<file path="src/rtl/prcap_stream.sv">
// prcap_stream: queued host requests run one four-phase empty/value handshake at a time on one of
// BLOCKWIDTH Morphle value columns. Define PRCAP_TIMEOUT_EN to add the handshake watchdog.
module prcap_stream #(
  parameter int BLOCKWIDTH = 8,
  parameter int DEPTH      = 4,
  parameter int CW         = $clog2(BLOCKWIDTH),
  parameter int TIMEOUT    = 255
) (
  input  logic                    rconfclk,
  input  logic                    reset,
  input  logic                    cfg_we,
  input  logic [CW-1:0]           cfg_col,
  input  logic [1:0]              cfg_mode,
  input  logic [1:0]              cfg_val,
  input  logic                    req_valid,
  output logic                    req_ready,
  input  logic [CW-1:0]           req_col,
  input  logic                    req_bit,
  output logic                    rsp_valid,
  input  logic                    rsp_ready,
  output logic [CW-1:0]           rsp_col,
  output logic [1:0]              rsp_val,
  output logic                    rsp_err,
  output logic                    busy,
  output logic [2*BLOCKWIDTH-1:0] dout,
  input  logic [2*BLOCKWIDTH-1:0] din
);
  localparam int AW = $clog2(DEPTH);
  localparam logic [1:0] M_STREAM = 2'b01;
  localparam logic [1:0] M_STATIC = 2'b10;

  if (BLOCKWIDTH < 2 || BLOCKWIDTH > 32 || DEPTH < 2 || (DEPTH & (DEPTH - 1)) != 0 ||
      TIMEOUT < 1 || CW != $clog2(BLOCKWIDTH)) begin : g_bad_params
    $error("prcap_stream: unsupported parameter combination");
  end

  typedef enum logic [1:0] {IDLE, DRIVE, RELEASE, RESPOND} state_e;
  typedef logic [BLOCKWIDTH-1:0][1:0] tok_vec_t;

  state_e        state_q, state_d;
  tok_vec_t      mode_q, mode_d, sval_q, sval_d, dout_q, dout_d;
  tok_vec_t      din_s1_q, din_s2_q;
  logic [CW:0]   fifo_mem_q [DEPTH];
  logic [AW-1:0] wptr_q, rptr_q;
  logic [AW:0]   fcnt_q, fcnt_d;
  logic          push, pop, fifo_empty, fifo_full;
  logic [CW-1:0] head_col, act_col_q, act_col_d;
  logic          head_bit, head_stream;
  logic [1:0]    tok_q, tok_d, cap_val_q, cap_val_d, col_din;
  logic          cap_err_q, cap_err_d;
  logic          rsp_valid_q, rsp_valid_d, rsp_err_q, rsp_err_d;
  logic [CW-1:0] rsp_col_q, rsp_col_d;
  logic [1:0]    rsp_val_q, rsp_val_d;
  logic          tmo;

  function automatic logic col_ok(input logic [CW-1:0] c);
    return ({1'b0, c} < (CW+1)'(BLOCKWIDTH));
  endfunction

  // Request FIFO: full blocks the host even if a pop happens in the same cycle.
  assign fifo_empty = (fcnt_q == '0);
  assign fifo_full  = (fcnt_q == (AW+1)'(DEPTH));
  assign req_ready  = !fifo_full;
  assign push       = req_valid && !fifo_full;
  assign pop        = (state_q == IDLE) && !fifo_empty && !rsp_valid_q;
  assign {head_col, head_bit} = fifo_mem_q[rptr_q];
  assign head_stream = col_ok(head_col) && (mode_q[head_col] == M_STREAM);
  assign col_din    = din_s2_q[act_col_q];

  always_comb begin
    fcnt_d = fcnt_q;
    case ({push, pop})
      2'b10:   fcnt_d = fcnt_q + 1'b1;
      2'b01:   fcnt_d = fcnt_q - 1'b1;
      default: fcnt_d = fcnt_q;
    endcase
  end

  always_ff @(posedge rconfclk) begin
    if (push) fifo_mem_q[wptr_q] <= {req_col, req_bit};
  end

`ifdef PRCAP_TIMEOUT_EN
  localparam int TW = $clog2(TIMEOUT + 1);
  logic [TW-1:0] tmo_cnt_q, tmo_cnt_d;
  logic          in_hs;

  assign in_hs = (state_q == DRIVE) || (state_q == RELEASE);
  assign tmo   = in_hs && (tmo_cnt_q == TW'(TIMEOUT - 1));

  // Restarts whenever DRIVE or RELEASE is entered.
  always_comb begin
    tmo_cnt_d = tmo_cnt_q;
    if (state_d != state_q) tmo_cnt_d = '0;
    else if (in_hs)         tmo_cnt_d = tmo_cnt_q + 1'b1;
  end

  always_ff @(posedge rconfclk or posedge reset) begin
    if (reset) tmo_cnt_q <= '0;
    else       tmo_cnt_q <= tmo_cnt_d;
  end
`else
  assign tmo = 1'b0;
`endif

  always_ff @(posedge rconfclk or posedge reset) begin
    if (reset) state_q <= IDLE;
    else       state_q <= state_d;
  end

  always_comb begin
    state_d = state_q;
    case (state_q)
      IDLE:    if (pop) state_d = head_stream ? DRIVE : RESPOND;
      DRIVE:   if (col_din != 2'b00) state_d = RELEASE;
               else if (tmo)         state_d = RESPOND;
      RELEASE: if (col_din == 2'b00 || tmo) state_d = RESPOND;
      RESPOND: if (rsp_ready)        state_d = IDLE;
      default: state_d = IDLE;
    endcase
  end

  // Reply is staged in cap_* so the host-visible rsp_* only change when a response is posted.
  always_comb begin
    act_col_d   = act_col_q;
    tok_d       = tok_q;
    cap_val_d   = cap_val_q;
    cap_err_d   = cap_err_q;
    rsp_valid_d = rsp_valid_q;
    rsp_col_d   = rsp_col_q;
    rsp_val_d   = rsp_val_q;
    rsp_err_d   = rsp_err_q;
    case (state_q)
      IDLE: if (pop) begin
        act_col_d = head_col;
        tok_d     = head_bit ? 2'b10 : 2'b01;
        cap_val_d = 2'b00;
        cap_err_d = 1'b0;
        if (!head_stream) begin
          rsp_valid_d = 1'b1;
          rsp_col_d   = head_col;
          rsp_val_d   = 2'b00;
          rsp_err_d   = 1'b1;
        end
      end
      DRIVE: begin
        if (col_din != 2'b00) begin
          cap_val_d = col_din;
          cap_err_d = (col_din == 2'b11);
        end else if (tmo) begin
          rsp_valid_d = 1'b1;
          rsp_col_d   = act_col_q;
          rsp_val_d   = col_din;
          rsp_err_d   = 1'b1;
        end
      end
      RELEASE: begin
        if (col_din == 2'b00) begin
          rsp_valid_d = 1'b1;
          rsp_col_d   = act_col_q;
          rsp_val_d   = cap_val_q;
          rsp_err_d   = cap_err_q;
        end else if (tmo) begin
          rsp_valid_d = 1'b1;
          rsp_col_d   = act_col_q;
          rsp_val_d   = col_din;
          rsp_err_d   = 1'b1;
        end
      end
      RESPOND: if (rsp_ready) rsp_valid_d = 1'b0;
      default: ;
    endcase
  end

  // The column under handshake keeps its mode until the FSM is back in IDLE.
  always_comb begin
    mode_d = mode_q;
    sval_d = sval_q;
    if (cfg_we && col_ok(cfg_col) && !(state_q != IDLE && cfg_col == act_col_q)) begin
      mode_d[cfg_col] = cfg_mode;
      sval_d[cfg_col] = cfg_val;
    end
  end

  always_comb begin
    for (int c = 0; c < BLOCKWIDTH; c++) begin
      dout_d[c] = 2'b00;
      if (mode_d[c] == M_STATIC)
        dout_d[c] = sval_d[c];
      else if (mode_d[c] == M_STREAM && state_d == DRIVE && act_col_d == CW'(c))
        dout_d[c] = tok_d;
    end
  end

  always_ff @(posedge rconfclk or posedge reset) begin
    if (reset) begin
      mode_q      <= '0;
      sval_q      <= '0;
      dout_q      <= '0;
      din_s1_q    <= '0;
      din_s2_q    <= '0;
      wptr_q      <= '0;
      rptr_q      <= '0;
      fcnt_q      <= '0;
      act_col_q   <= '0;
      tok_q       <= 2'b00;
      cap_val_q   <= 2'b00;
      cap_err_q   <= 1'b0;
      rsp_valid_q <= 1'b0;
      rsp_col_q   <= '0;
      rsp_val_q   <= 2'b00;
      rsp_err_q   <= 1'b0;
    end else begin
      mode_q      <= mode_d;
      sval_q      <= sval_d;
      dout_q      <= dout_d;
      din_s1_q    <= din;
      din_s2_q    <= din_s1_q;
      if (push) wptr_q <= wptr_q + 1'b1;
      if (pop)  rptr_q <= rptr_q + 1'b1;
      fcnt_q      <= fcnt_d;
      act_col_q   <= act_col_d;
      tok_q       <= tok_d;
      cap_val_q   <= cap_val_d;
      cap_err_q   <= cap_err_d;
      rsp_valid_q <= rsp_valid_d;
      rsp_col_q   <= rsp_col_d;
      rsp_val_q   <= rsp_val_d;
      rsp_err_q   <= rsp_err_d;
    end
  end

  assign dout      = dout_q;
  assign rsp_valid = rsp_valid_q;
  assign rsp_col   = rsp_col_q;
  assign rsp_val   = rsp_val_q;
  assign rsp_err   = rsp_err_q;
  assign busy      = (state_q != IDLE) || !fifo_empty;

endmodule
</file>
<file path="config.mk">
export PLATFORM = sky130hd
export DESIGN_NAME = prcap_stream
export DESIGN_NICKNAME = d
export VERILOG_FILES = /design/src/rtl/prcap_stream.sv
export SDC_FILE = /design/constraint.sdc
export NUM_CORES = 1
export LEC_CHECK = 0
export BUFFER_PORTS_ARGS = -buffer_cell sky130_fd_sc_hd__buf_2
export CAP_MARGIN = 20
export CORE_UTILIZATION = 25
export CTS_BUF_LIST = sky130_fd_sc_hd__clkbuf_2 sky130_fd_sc_hd__clkbuf_4 sky130_fd_sc_hd__clkbuf_8
export DETAILED_ROUTE_END_ITERATION = 10
export RECOVER_POWER = 50
export SYNTH_ARGS = -nofsm -noshare
export SYNTH_HDL_FRONTEND = slang
export SYNTH_SLANG_ARGS = --single-unit
</file>
<file path="constraint.sdc">
create_clock -name rconfclk -period 3.15 [get_ports rconfclk]
set_input_delay 0 -clock rconfclk [delete_from_list [all_inputs] [get_ports rconfclk]]
set_output_delay 0 -clock rconfclk [all_outputs]
set_load 0.02 [all_outputs]
</file>
---- Yosys cells after proc, flatten, opt, wreduce, memory -nomap -nowiden ----
Memory sizes are Yosys's and may differ from the RTL's.
Cells that the tools add are included.
operators by class
  equal/unequal tests ..................... 38
  reduce and logical (&&, ||, !) cells .... 39
  multiplexer cells ....................... 61
  $add $sub $neg .......................... 4
  magnitude comparators ................... 4
  bitwise logic cells ..................... 1
operator list
  operator               number
  $mux W2                32
  $bwmux W16             2
  $mux W16               2
  $eq A2 B1 Y1 const B   12
  $eq A2 B2 Y1 const B   12
  $logic_and A1 B1 Y1    22
  $eq A3 B3 Y1 const B   5
  $mux W3                5
  $bmux W2 S3            2
  $lt A3 B4 Y1 const B   3
  $pmux W3 S2            2
  $ne A2 B2 Y1 const B   5
  $reduce_bool A2 Y1     5
  $mux W1                9
  $pmux W2 S2            2
  $pmux W2 S4            1
  $demux W2 S3           1
  $eq A3 B2 Y1 const B   2
  $logic_not A3 Y1       2
  $reduce_and A5 Y1      1
  $add A2 B1 Y2 const B  2
  $logic_not A1 Y1       4
  $logic_not A2 Y1       2
  $pmux W1 S2            2
  10 further kinds       10
storage, ports and cells
  bits of input ports ..................... 32
  memories ................................ 1
  RAM bits ................................ 16
  output and inout port bits .............. 25
  logic and storage cells ................. 200
  register bits ........................... 104
memories
  name        words  bits a word  read ports  clocked after Yosys merged registers in  write ports  line  text
  fifo_mem_q  4      4            1           0                                        1            43    logic [CW:0] fifo_mem_q [DEPTH];

---- Logic depth before layout (Yosys ltp) ----
Gate-level depths: netlist of the first run.
An unclocked memory read counts as a cell.
  depth in word-level cells ............... 12
  gate-level depth with buffers ........... 10

---- Worst setup path before layout of the first run ----
Ideal clock, no wire load.
  path kind ............................... flip-flop to flip-flop
  from .................................... register state_q[1]
  to ...................................... register fcnt_q[2]
  required time ........................... 3.071 ns
  path slack .............................. 0.700 ns
  cell stages (with the launch flop) ...... 11
  path buffers ............................ 1
  arrival time ............................ 2.371 ns
  cells stage by stage .................... dfrtp_1 -> or2_2 -> or3_1 -> inv_1 -> buf_2 -> ha_1 -> inv_1 -> fa_1 -> xor2_1 -> nor2_1 -> xor2_1
between the ends
  word-level cells in the longest chain between the ends .. 5
ends and longest elaborated chain
  item                                                      line  text
  start, declared                                           40    state_e state_q, state_d;
  start signal, assigned                                    108   else state_q <= state_d;
  $logic_not A2 Y1 (*)                                      65    assign pop = (state_q == IDLE) && !fifo_empty && !rsp_valid_q;
  $logic_and A1 B1 Y1 (*) (2 in series)                     65
  $eq A2 B1 Y1 / $eq A2 B2 Y1 (equally long branches)       72    case ({push, pop})
  $pmux W3 S2 / $reduce_bool A2 Y1 (equally long branches)  n/a
  end signal, assigned                                      221   fcnt_q <= fcnt_d;
  end, declared                                             45    logic [AW:0] fcnt_q, fcnt_d;
Every way passes the cells marked *; elsewhere a longest branch is shown, timed or not.
A chain may end at the register's enable or synchronous reset.

==> out/results.ini, run 1 <==
[run_status]
status = finished with violations
violations = capacitance limit, slew limit

[pwr]
p_comb_share_pct = 34.0
power_density_nw_per_um2 = 916
power.internal_mw = 4.03
p_leak_nw = 2.80
vdd_ir_drop_max_v = 0.000305
swShare_pct = 34.1
pwr-share-clk_pct = 27.6
netSwitchingPower_mw = 2.09
pwr-share-seq_pct = 38.4

[synthesis]
synth_cells = 407
synthAdderAreaFrac_pct = 1.55
synth_simple_gate_area_share_pct = 12.8
synth-async-reset-ratio_pct = 86.7
yosys_warnings = 0
synth.mux.area_fraction_pct = 16.9
synth_top_area_cell = dfrtp_1
syn_nets = 445
ys.flop_type = dfrtp_1
synth_top_area_share_pct = 48.8
synth_seq_cells = 120
synth_xor_area_share_pct = 1.48
yosysSeqAreaShare_pct = 57.8
synth_cell_types = 54
synth_top_family_by_area = multiplexers
synth_area_um2 = 5340
synth-edff-count = 16
synth-compound-area-share_pct = 7.08
syn_area_per_cell_um2 = 13.1
synth_area_leaders = dfrtp_1 49%, edfxtp_1 9.0%, mux2_2 8.9%

[sta]
setup_ws_ns = 0.350
drv_slew = 67
finalSetupTns_ns = 0
relSlewSlack_pct = -69.3
finalCritPeriodShare_pct = 88.9
tightest_slew_ns = 2.54
rsz0062_at_grt = no
final.setup_skew_ns = 0.0119
hold_violations = 0
max_freq_ghz = 0.357
period_needed_ns = 2.80
finalSetupViolCount = 0

[detailed_routing]
routed_wl_um = 12300
viasPerCell = 4.57
drt-initial-drc-count = 218
vias = 3606
ant_nets = 0
avgRoutedWirePerCell_um = 15.6
drc_errors = 0
drt_pass1_iterations = 4

[worst_hold_path]
hold_path_class = in -> reg
holdPathEnd = dout[3]
min_path_cells = 4
hold_start = cfg_col[2]

[clock_tree]
ctsResizeCount = 0
root_buffer = clkbuf_8
clk-insertion-delay-late_ns = 0.43
clk_pin_slew_ns = 0.07
cts_tree = done
cts-buffers-inserted = 17
htree_num_levels = 4
cts.sinks = 120
post_cts_buffers = 0
clockBufferDepth = 2
ctsHoldBuffers = 25

[setup_path]
crit_arrival_ns = 3.10
cp_data_required_time_ns = 3.45
critical_path_class = reg -> reg
rr_worst_depth = 7
r2r_setup_slack_ns = 0.35
worstSetupStartpointType = flop
critPathMaxFanout = 12
r2r-start = state_q[0]
r2r-end = dout[12]
cp-end-kind = flop

[finish]
multi_input_area_um2 = 2120
fin_util_pct = 31.9
layout_common_cells = 104 x dfrtp_1, 42 x mux2_2, 34 x buf_2, 25 x dlygate4sd3_1
finalNonFillerCells = 789
fin_area_um2 = 6690
layout_commonest_cell = dfrtp_1
area_delta_synth_final_pct = 25.2
diodes = 0
fillers = 2119
nets = 539
regArea_um2 = 3080
drive_gt1_share_pct = 26.8

[placed_design]
hpwl_um = 8960
place_congestion = 0.828
place_ws_ns = 0.349
placedCellCount = 732
place_area_um2 = 5970
portBuffers = 56

[global_routing]
grt_pass1_wl_um = 20500
grt_pass1_vias = 3872
grt_max_degree = 68
grtUsageTotal_pct = 12.2
grt.overflow.total = 0
antenna_found_initial = 0

[die]
io_pins = 57
die_h_um = 148
die_area_um2 = 21900
rows = 53
core_um2 = 21000
initial_utilization_pct = 25.5
die_w_um = 148

[flow_run]
maxCapViolations = 1

[power by group through the flow]
stage	combinational (mW)	clock, mW	sequential [mW]
finish	2.08	1.69	2.35
global route	2.29	1.80	2.42
CTS	2.12	1.73	2.35
detailed placement	2.08	0	2.38
global placement	2.02	0	2.36
floorplan	1.53	0	2.33
[cell families (layout without fill, tap and decap cells)]
| family | count (synthesis) | after routing |
|---|---|---|
| compound gates | 54 | 54 |
| mux | 71 | 71 |
| flops | 120 | 120 |
| buf+inv | 30 | 137 |
| xor+xnor | 9 | 9 |
| fa+ha+maj | 6 | 6 |
| simple gates | 117 | 117 |
[synthesized netlist by cell type, types with 3 or more instances]
master and n:
mux2i_1 18, a21oi_1 7, a41o_1 3, nand2_1 22, or2_2 3, ha_1 5, dfrtp_1 104, edfxtp_1 16
nand3_1 8, o31ai_1 5, nor2_1 19, nand3b_1 4, inv_1 12, nand4b_1 4, nand2b_1 16, mux2_2 42
o221ai_1 3, xnor2_1 7, mux4_2 10, and3_1 5, clkbuf_1 9, o22ai_1 3, nor3_1 4, nor4bb_1 6
and3b_1 7, nor2b_1 8, o21ai_0 12, a31oi_1 5, nand4_1 3, buf_2 4
[metrics by stage]
stage | hold slack [ns] | power (mW)
after floorplan | 0.0314 | 3.85
after global placement | 0.109 | 4.38
after detailed placement | 0.109 | 4.46
after CTS | 0.00239 | 6.20
after global routing | 0.0274 | 6.51
final | 0.0204 | 6.12
[critical path, cell delays in order, from the launching register on]
cell and delay [ns]:
dfrtp_1 0.51, or2_2 0.38, or3_1 0.34, inv_1 0.25, a31oi_1 0.10, a211oi_1 0.56
nand3_1 0.21, o31ai_1 0.33
[worst max-delay path by stage]
| stage | from | endpoint | depth (start not counted) |
|---|---|---|---|
| finish | state_q[0] | dout[12] | 7 |
| global route | reset | sval_q[7] | 3 |
| CTS | state_q[0] | dout[12] | 7 |
| detailed placement | state_q[0] | dout[12] | 7 |
| global placement | state_q[0] | dout[13] | 7 |
| floorplan | reset | act_col_q[0] | 1 |
[flip-flops by register name, summed over array words and instances, names as in the netlist, 2 cells and up]
name and cells:
din_s2_q 16, dout 16, state_q 2, cap_val_q 2
fcnt_q 3, din_s1_q 16, rptr_q 2, rsp_val 2
rsp_col 3, mode_q 16, act_col_q 3, tok_q 2
wptr_q 2, sval_q 16, fifo_mem_q 16
[layer usage]
layer | global-route usage (%) | wire [µm] | up-vias
met1 | 14.7 | 5430 | 1837
met4 | 5.93 | 295 | 0
met3 | 3.04 | 364 | 24
li1 | - | - | 1679
met5 | 0 | 0 | -
met2 | 20.4 | 6240 | 66
[final cells by class]
class | count | share of cell area (%)
clock inverter | 12 | 3.31
timing repair buffer | 92 | 8.95
inverter | 13 | 0.730
sequential | 120 | 46.1
clock buffer | 20 | 4.02
tap | 275 | 5.15
multi-input combinational | 257 | 31.7
(Power assumes the default switching activity.)
==> run 2, diff against run 1 <==
--- a/config.mk
+++ b/config.mk
@@ -9,6 +9,7 @@
 export CAP_MARGIN = 20
 export CORE_UTILIZATION = 25
 export CTS_BUF_LIST = sky130_fd_sc_hd__clkbuf_2 sky130_fd_sc_hd__clkbuf_4 sky130_fd_sc_hd__clkbuf_8
+export CTS_CLUSTER_SIZE = 30
 export DETAILED_ROUTE_END_ITERATION = 10
 export RECOVER_POWER = 50
 export SYNTH_ARGS = -nofsm -noshare
==> constraint.sdc (replaced) <==
create_clock -name rconfclk -period 3.4 [get_ports rconfclk]
set_input_delay 0 -clock rconfclk [delete_from_list [all_inputs] [get_ports rconfclk]]
set_output_delay 0 -clock rconfclk [all_outputs]
set_load 0.02 [all_outputs]
==> out/results.ini, run 2 (synthesis gave the netlist of run 1 again) <==
[worst_hold_path]
hold_path_class = in -> reg
hold_start = cfg_val[0]

[clock_tree]
post_cts_buffers = 0  ; unchanged
root_buffer = clkbuf_8
cts_tree = done
clk-insertion-delay-late_ns = 0.44  ; about the same
clockBufferDepth = 2  ; unchanged
cts.sinks = 120  ; unchanged
cts-buffers-inserted = 17  ; unchanged
clk_pin_slew_ns = 0.08  ; about the same
htree_num_levels = 4  ; unchanged

[setup_path]
critical_path_class = reg -> reg
setup.worst_path.start = rptr_q[0]
cp-end-kind = flop
worstSetupStartpointType = flop
crit_slowest_cell = mux4_2
crit_arrival_ns = 3.31  ; +0.21 ns
crit_chain = mux4_2 -> mux2_2 -> o22ai_1 -> o31ai_2 -> buf_4 -> nand2_2 -> o41ai_1
r2r-start = rptr_q[0]
critPathMaxStageDelay_ns = 0.66  ; +0.10 ns
critPathMaxFanout = 8  ; -4
cp_data_required_time_ns = 3.71  ; +0.26 ns
r2r_setup_slack_ns = 0.39  ; +0.04 ns

[detailed_routing]
vias = 3553  ; -1.5%
drt-initial-drc-count = 239  ; +9.6%
avgRoutedWirePerCell_um = 15.6  ; -0.31%
drt_pass1_iterations = 4  ; unchanged
routed_wl_um = 12200  ; -0.94%
viasPerCell = 4.53  ; -0.84%
ant_nets = 0  ; unchanged
drc_errors = 0  ; unchanged

[placed_design]
portBuffers = 56  ; unchanged
place_congestion = 0.846  ; +2.1%
place_ws_ns = 0.408  ; +0.0586 ns
hpwl_um = 8860  ; -1.1%

[run_status]
violations = capacitance limit, slew limit
status = finished with violations

[global_routing]
grt_max_degree = 39  ; -43%
grt_pass1_vias = 3717  ; -4.0%
grt_pass1_wl_um = 19800  ; -3.1%
grt.busiest_layer = met2
grt.overflow.total = 0  ; unchanged
grt_use_met2_pct = 20.1  ; -0.33 points
use_met1_pct = 14.1  ; -0.54 points
groute.layer.met3.usage_pct = 2.88  ; -0.15 points
grtUsageTotal_pct = 11.9  ; -0.27 points
antenna_found_initial = 0  ; unchanged

[pwr]
pwr-share-seq_pct = 41.7  ; +3.3 points
p_leak_nw = 2.69  ; -3.8%
power.internal_mw = 3.32  ; -18%
power_density_nw_per_um2 = 813  ; -11%
pwr-share-clk_pct = 23.5  ; -4.1 points
netSwitchingPower_mw = 1.99  ; -5.0%
vdd_ir_drop_max_v = 0.000285  ; -6.6%
p_comb_share_pct = 34.8  ; +0.8 points
swShare_pct = 37.5  ; +3.3 points

[sta]
rsz0062_at_grt = no
final.setup_skew_ns = 0.0101  ; -0.00183 ns
finalSetupTns_ns = 0  ; unchanged
finalSetupViolCount = 0  ; unchanged
finalCritPeriodShare_pct = 88.5  ; -0.39 points
hold_violations = 0  ; unchanged
setup_ws_ns = 0.391  ; +0.0411 ns
drv_slew = 38  ; -43%
max_freq_ghz = 0.332  ; -6.9%
whs_ns = 0.0374  ; +0.0170 ns
tightest_slew_ns = 1.61  ; -0.926 ns
period_needed_ns = 3.01  ; +0.209 ns
relSlewSlack_pct = -8.13  ; +61 points

[die]
core_um2 = 21000  ; unchanged
die_w_um = 148  ; unchanged
initial_utilization_pct = 25.5  ; unchanged
io_pins = 57  ; unchanged
die_h_um = 148  ; unchanged
rows = 53  ; unchanged
die_area_um2 = 21900  ; unchanged

[finish]
nets = 534  ; -0.93%
diodes = 0  ; unchanged
layout_common_cells = 104 x dfrtp_1, 42 x mux2_2, 29 x buf_2, 27 x clkbuf_1, 24 x dlygate4sd3_1
layout_commonest_cell = dfrtp_1
drive_gt1_share_pct = 25.5  ; -1.3 points
area_delta_synth_final_pct = 22.2

[flow_run]
maxCapViolations = 1  ; unchanged

==> run 2: cell count changes in the layout (fill, tap and decap cells not counted), moves of 2 or more <==
cell,change
buf_2,-5
bufinv_16,-5
clkbuf_1,+5
inv_6,+5
buf_4,-4
clkinv_2,-2
clkinvlp_4,+2
==> run 2: timing repair <==
item	4_1_cts	5_1_grt
hold endpoints to repair	79	0
resized for setup	0	0
hold buffers	24	0
==> run 2: cell type report <==
| class | count | area, µm² |
|---|---|---|
| fill | 2135 | 14400 |
| sequential | 120 | 3080 |
| multi-input combinational | 257 | 2120 |
| timing repair buffer | 87 | 537 |
| tap | 275 | 344 |
| clock buffer | 18 | 248 |
| clock inverter | 14 | 140 |
| inverter | 13 | 50.0 |
==> run 2: power groups by stage <==
stage,combinational (mW),clock (mW),sequential [mW]
after detailed placement,1.85,0,2.23
final,1.85,1.24,2.21
after global placement,1.81,0,2.21
after global routing,2.02,1.34,2.27
after floorplan,1.41,0,2.15
after CTS,1.88,1.28,2.21
==> run 2: worst max-delay path: cells and delay by family, from the launching register on <==
| family | cells | cell delay [ns] |
|---|---|---|
| AO/OA/AOI/OAI | 3 | 1.05 |
| multiplexers | 2 | 0.92 |
| flip-flops | 1 | 0.58 |
| buffers and inverters | 1 | 0.26 |
| AND/OR/NAND/NOR | 1 | 0.06 |
==> run 2: worst paths after layout <==
| check | endpoint | cells after the start |
|---|---|---|
| setup reg to reg | dout[9] | 7 |
| hold / removal | sval_q[8] | 2 |
| max in group asynchronous | sval_q[4] | 4 |
| hold reg to reg | din_s2_q[10] | 0 |
| setup / recovery | dout[9] | 7 |
| min in group asynchronous | din_s1_q[1] | 3 |
==> run 2: metrics by stage <==
stage	cells	util [%]	cell area, µm²	power, mW
detailed placement	728	28.3	5930	4.09
global route	784	31.1	6520	5.63
finish	784	31.1	6520	5.30
global placement	728	28.3	5930	4.02
CTS	784	31.3	6560	5.37
floorplan	407	-	5340	3.57
==> run 2: metal layers <==
metal | vias up | part of all wire, %
met3 | 23 | 3.0
li1 | 1672 | -
met4 | 0 | 2.6
met5 | - | 0
met2 | 77 | 51
met1 | 1781 | 44
==> run 3, diff against run 2 <==
==> constraint.sdc (replaced) <==
create_clock -name rconfclk -period 3.05 [get_ports rconfclk]
set_input_delay 0 -clock rconfclk [delete_from_list [all_inputs] [get_ports rconfclk]]
set_output_delay 0 -clock rconfclk [all_outputs]
set_load 0.02 [all_outputs]
==> out/results.ini, run 3 (synthesis gave the netlist of run 1 again) <==
[pwr]
fin_total_pwr_mw = 6.11  ; +15%
power_density_nw_per_um2 = 923  ; +14%
p_leak_nw = 2.76  ; +2.5%
vdd_ir_drop_max_v = 0.000336  ; +18%

[setup_path]
cp_data_required_time_ns = 3.36  ; -0.35 ns
critPathMaxStageDelay_ns = 0.67  ; about the same
rr_worst_depth = 7  ; unchanged
crit_chain = mux4_2 -> mux2_2 -> o22ai_1 -> o31ai_2 -> buf_4 -> a21oi_2 -> mux2_2
crit_slowest_cell = mux4_2
crit_path_frequent_cell = mux2_2
critical_path_class = reg -> reg
cp-end-kind = flop
crit_arrival_ns = 3.03  ; -0.28 ns
worstSetupStartpointType = flop
critPathMaxFanout = 11  ; +3

[clock_tree]
clockBufferDepth = 2  ; unchanged
ctsResizeCount = 0  ; unchanged
post_cts_buffers = 0  ; unchanged
cts.sinks = 120  ; unchanged
clk-insertion-delay-late_ns = 0.43  ; about the same
root_buffer = clkbuf_8
clk_pin_slew_ns = 0.07  ; about the same
cts_tree = done
cts-buffers-inserted = 17  ; unchanged
htree_num_levels = 4  ; unchanged
ctsHoldBuffers = 27  ; +13%

[finish]
nets = 541  ; +1.3%
area_delta_synth_final_pct = 24.1
diodes = 0  ; unchanged
layout_commonest_cell = dfrtp_1
fin_area_um2 = 6620  ; +1.5%
fin_util_pct = 31.6  ; +0.47 points
layout_common_cells = 104 x dfrtp_1, 42 x mux2_2, 29 x buf_2, 27 x dlygate4sd3_1, 27 x clkbuf_1
drive_gt1_share_pct = 25.6  ; +0.041 points

[detailed_routing]
drt_pass1_iterations = 4  ; unchanged
routed_wl_um = 12500  ; +2.0%
drt-initial-drc-count = 259  ; +8.4%
ant_nets = 0  ; unchanged
viasPerCell = 4.52  ; -0.30%
drc_errors = 0  ; unchanged
vias = 3574  ; +0.59%
avgRoutedWirePerCell_um = 15.7  ; +1.1%

[sta]
finalSetupViolCount = 0  ; unchanged
max_freq_ghz = 0.368  ; +11%
relSlewSlack_pct = -29.4  ; -21 points
period_needed_ns = 2.72  ; -0.289 ns
finalSetupTns_ns = 0  ; unchanged
hold_violations = 0  ; unchanged
final.setup_skew_ns = 0.00717  ; -0.00289 ns
drv_slew = 54  ; +42%
rsz0062_at_grt = no
tightest_slew_ns = 1.94  ; +0.326 ns
finalCritPeriodShare_pct = 89.2  ; +0.68 points

[global_routing]
grt_max_degree = 54  ; +38%
grt.overflow.total = 0  ; unchanged
antenna_found_initial = 0  ; unchanged
grt_pass1_vias = 3857  ; +3.8%
grtUsageTotal_pct = 11.9  ; -0.063 points
grt_pass1_wl_um = 19900  ; +0.63%

[placed_design]
place_congestion = 0.829  ; -1.9%
hpwl_um = 9040  ; +2.1%
portBuffers = 56  ; unchanged
place_area_um2 = 5960  ; +0.51%

[die]
io_pins = 57  ; unchanged
core_um2 = 21000  ; unchanged
die_w_um = 148  ; unchanged
die_h_um = 148  ; unchanged
rows = 53  ; unchanged
initial_utilization_pct = 25.5  ; unchanged
die_area_um2 = 21900  ; unchanged

[run_status]
status = finished with violations
violations = capacitance limit, slew limit

[worst_hold_path]
min_path_cells = 2  ; unchanged
hold_path_class = in -> reg

[flow_run]
maxCapViolations = 1  ; unchanged

run 3: changes by cell type in the layout (fill, tap and decap cells not counted), moves of 2 or more:
cell,previous run,this run
inv_6,5,0
dlygate4sd3_1,24,27
clkinvlp_4,5,3
clkbuf_4,0,2
clkinv_2,0,3
bufinv_16,1,4
buf_4,6,10
run 3: worst max-delay path: cells and delay by family (launching register included):
family	cells	cell delay, ns
buffers and inverters	1	0.21
DFF	1	0.58
AOI/OAI and AO/OA	3	0.49
muxes	3	1.34
run 3: routing by layer:
metal	part of all wire (%)	vias up	wire length (µm)	GRT usage, %
met4	2.9	0	356	5.98
met5	0	-	0	0
met1	42	1792	5240	13.8
met2	51	77	6390	20.5
met3	3.8	33	468	2.76
li1	-	1672	-	-
run 3: per-stage QoR:
step / worst slack [ns] / hold slack, ns / std cells
after detailed placement: 0.345 / 0.110 / 732
after CTS: 0.327 / 0.0346 / 791
after global placement: 0.429 / 0.109 / 732
after floorplan: 0.318 / 0.0314 / 407
after global routing: 0.168 / 0.0588 / 791
final: 0.330 / 0.0553 / 791
run 3: cell type report:
| type | instances | area (µm²) |
|---|---|---|
| Tap cell | 275 | 344 |
| Fill cell | 2146 | 14300 |
| Clock buffer | 19 | 249 |
| Clock inverter | 13 | 179 |
| Timing Repair Buffer | 94 | 597 |
| Inverter | 13 | 48.8 |
| Multi-Input combinational cell | 257 | 2120 |
| Sequential cell | 120 | 3080 |
run 3: where the power goes:
part	leakage [nW]	internal, mW	switching, mW
logic	1.14	0.974	1.19
registers	1.41	2.07	0.341
clock network	0.210	0.902	0.636
total	2.76	3.95	2.16
run 3: final timing paths:
kind / startpoint / to / slack [ns]
min in group asynchronous: reset / din_s1_q[1] / 0.75
min: cfg_mode[0] / mode_q[8] / 0.06
max reg2reg: rptr_q[0] / rsp_col[0] / 0.33
max in group asynchronous: reset / dout[15] / 0.78
min reg2reg: din_s1_q[5] / din_s2_q[5] / 0.35
max: rptr_q[0] / rsp_col[0] / 0.33
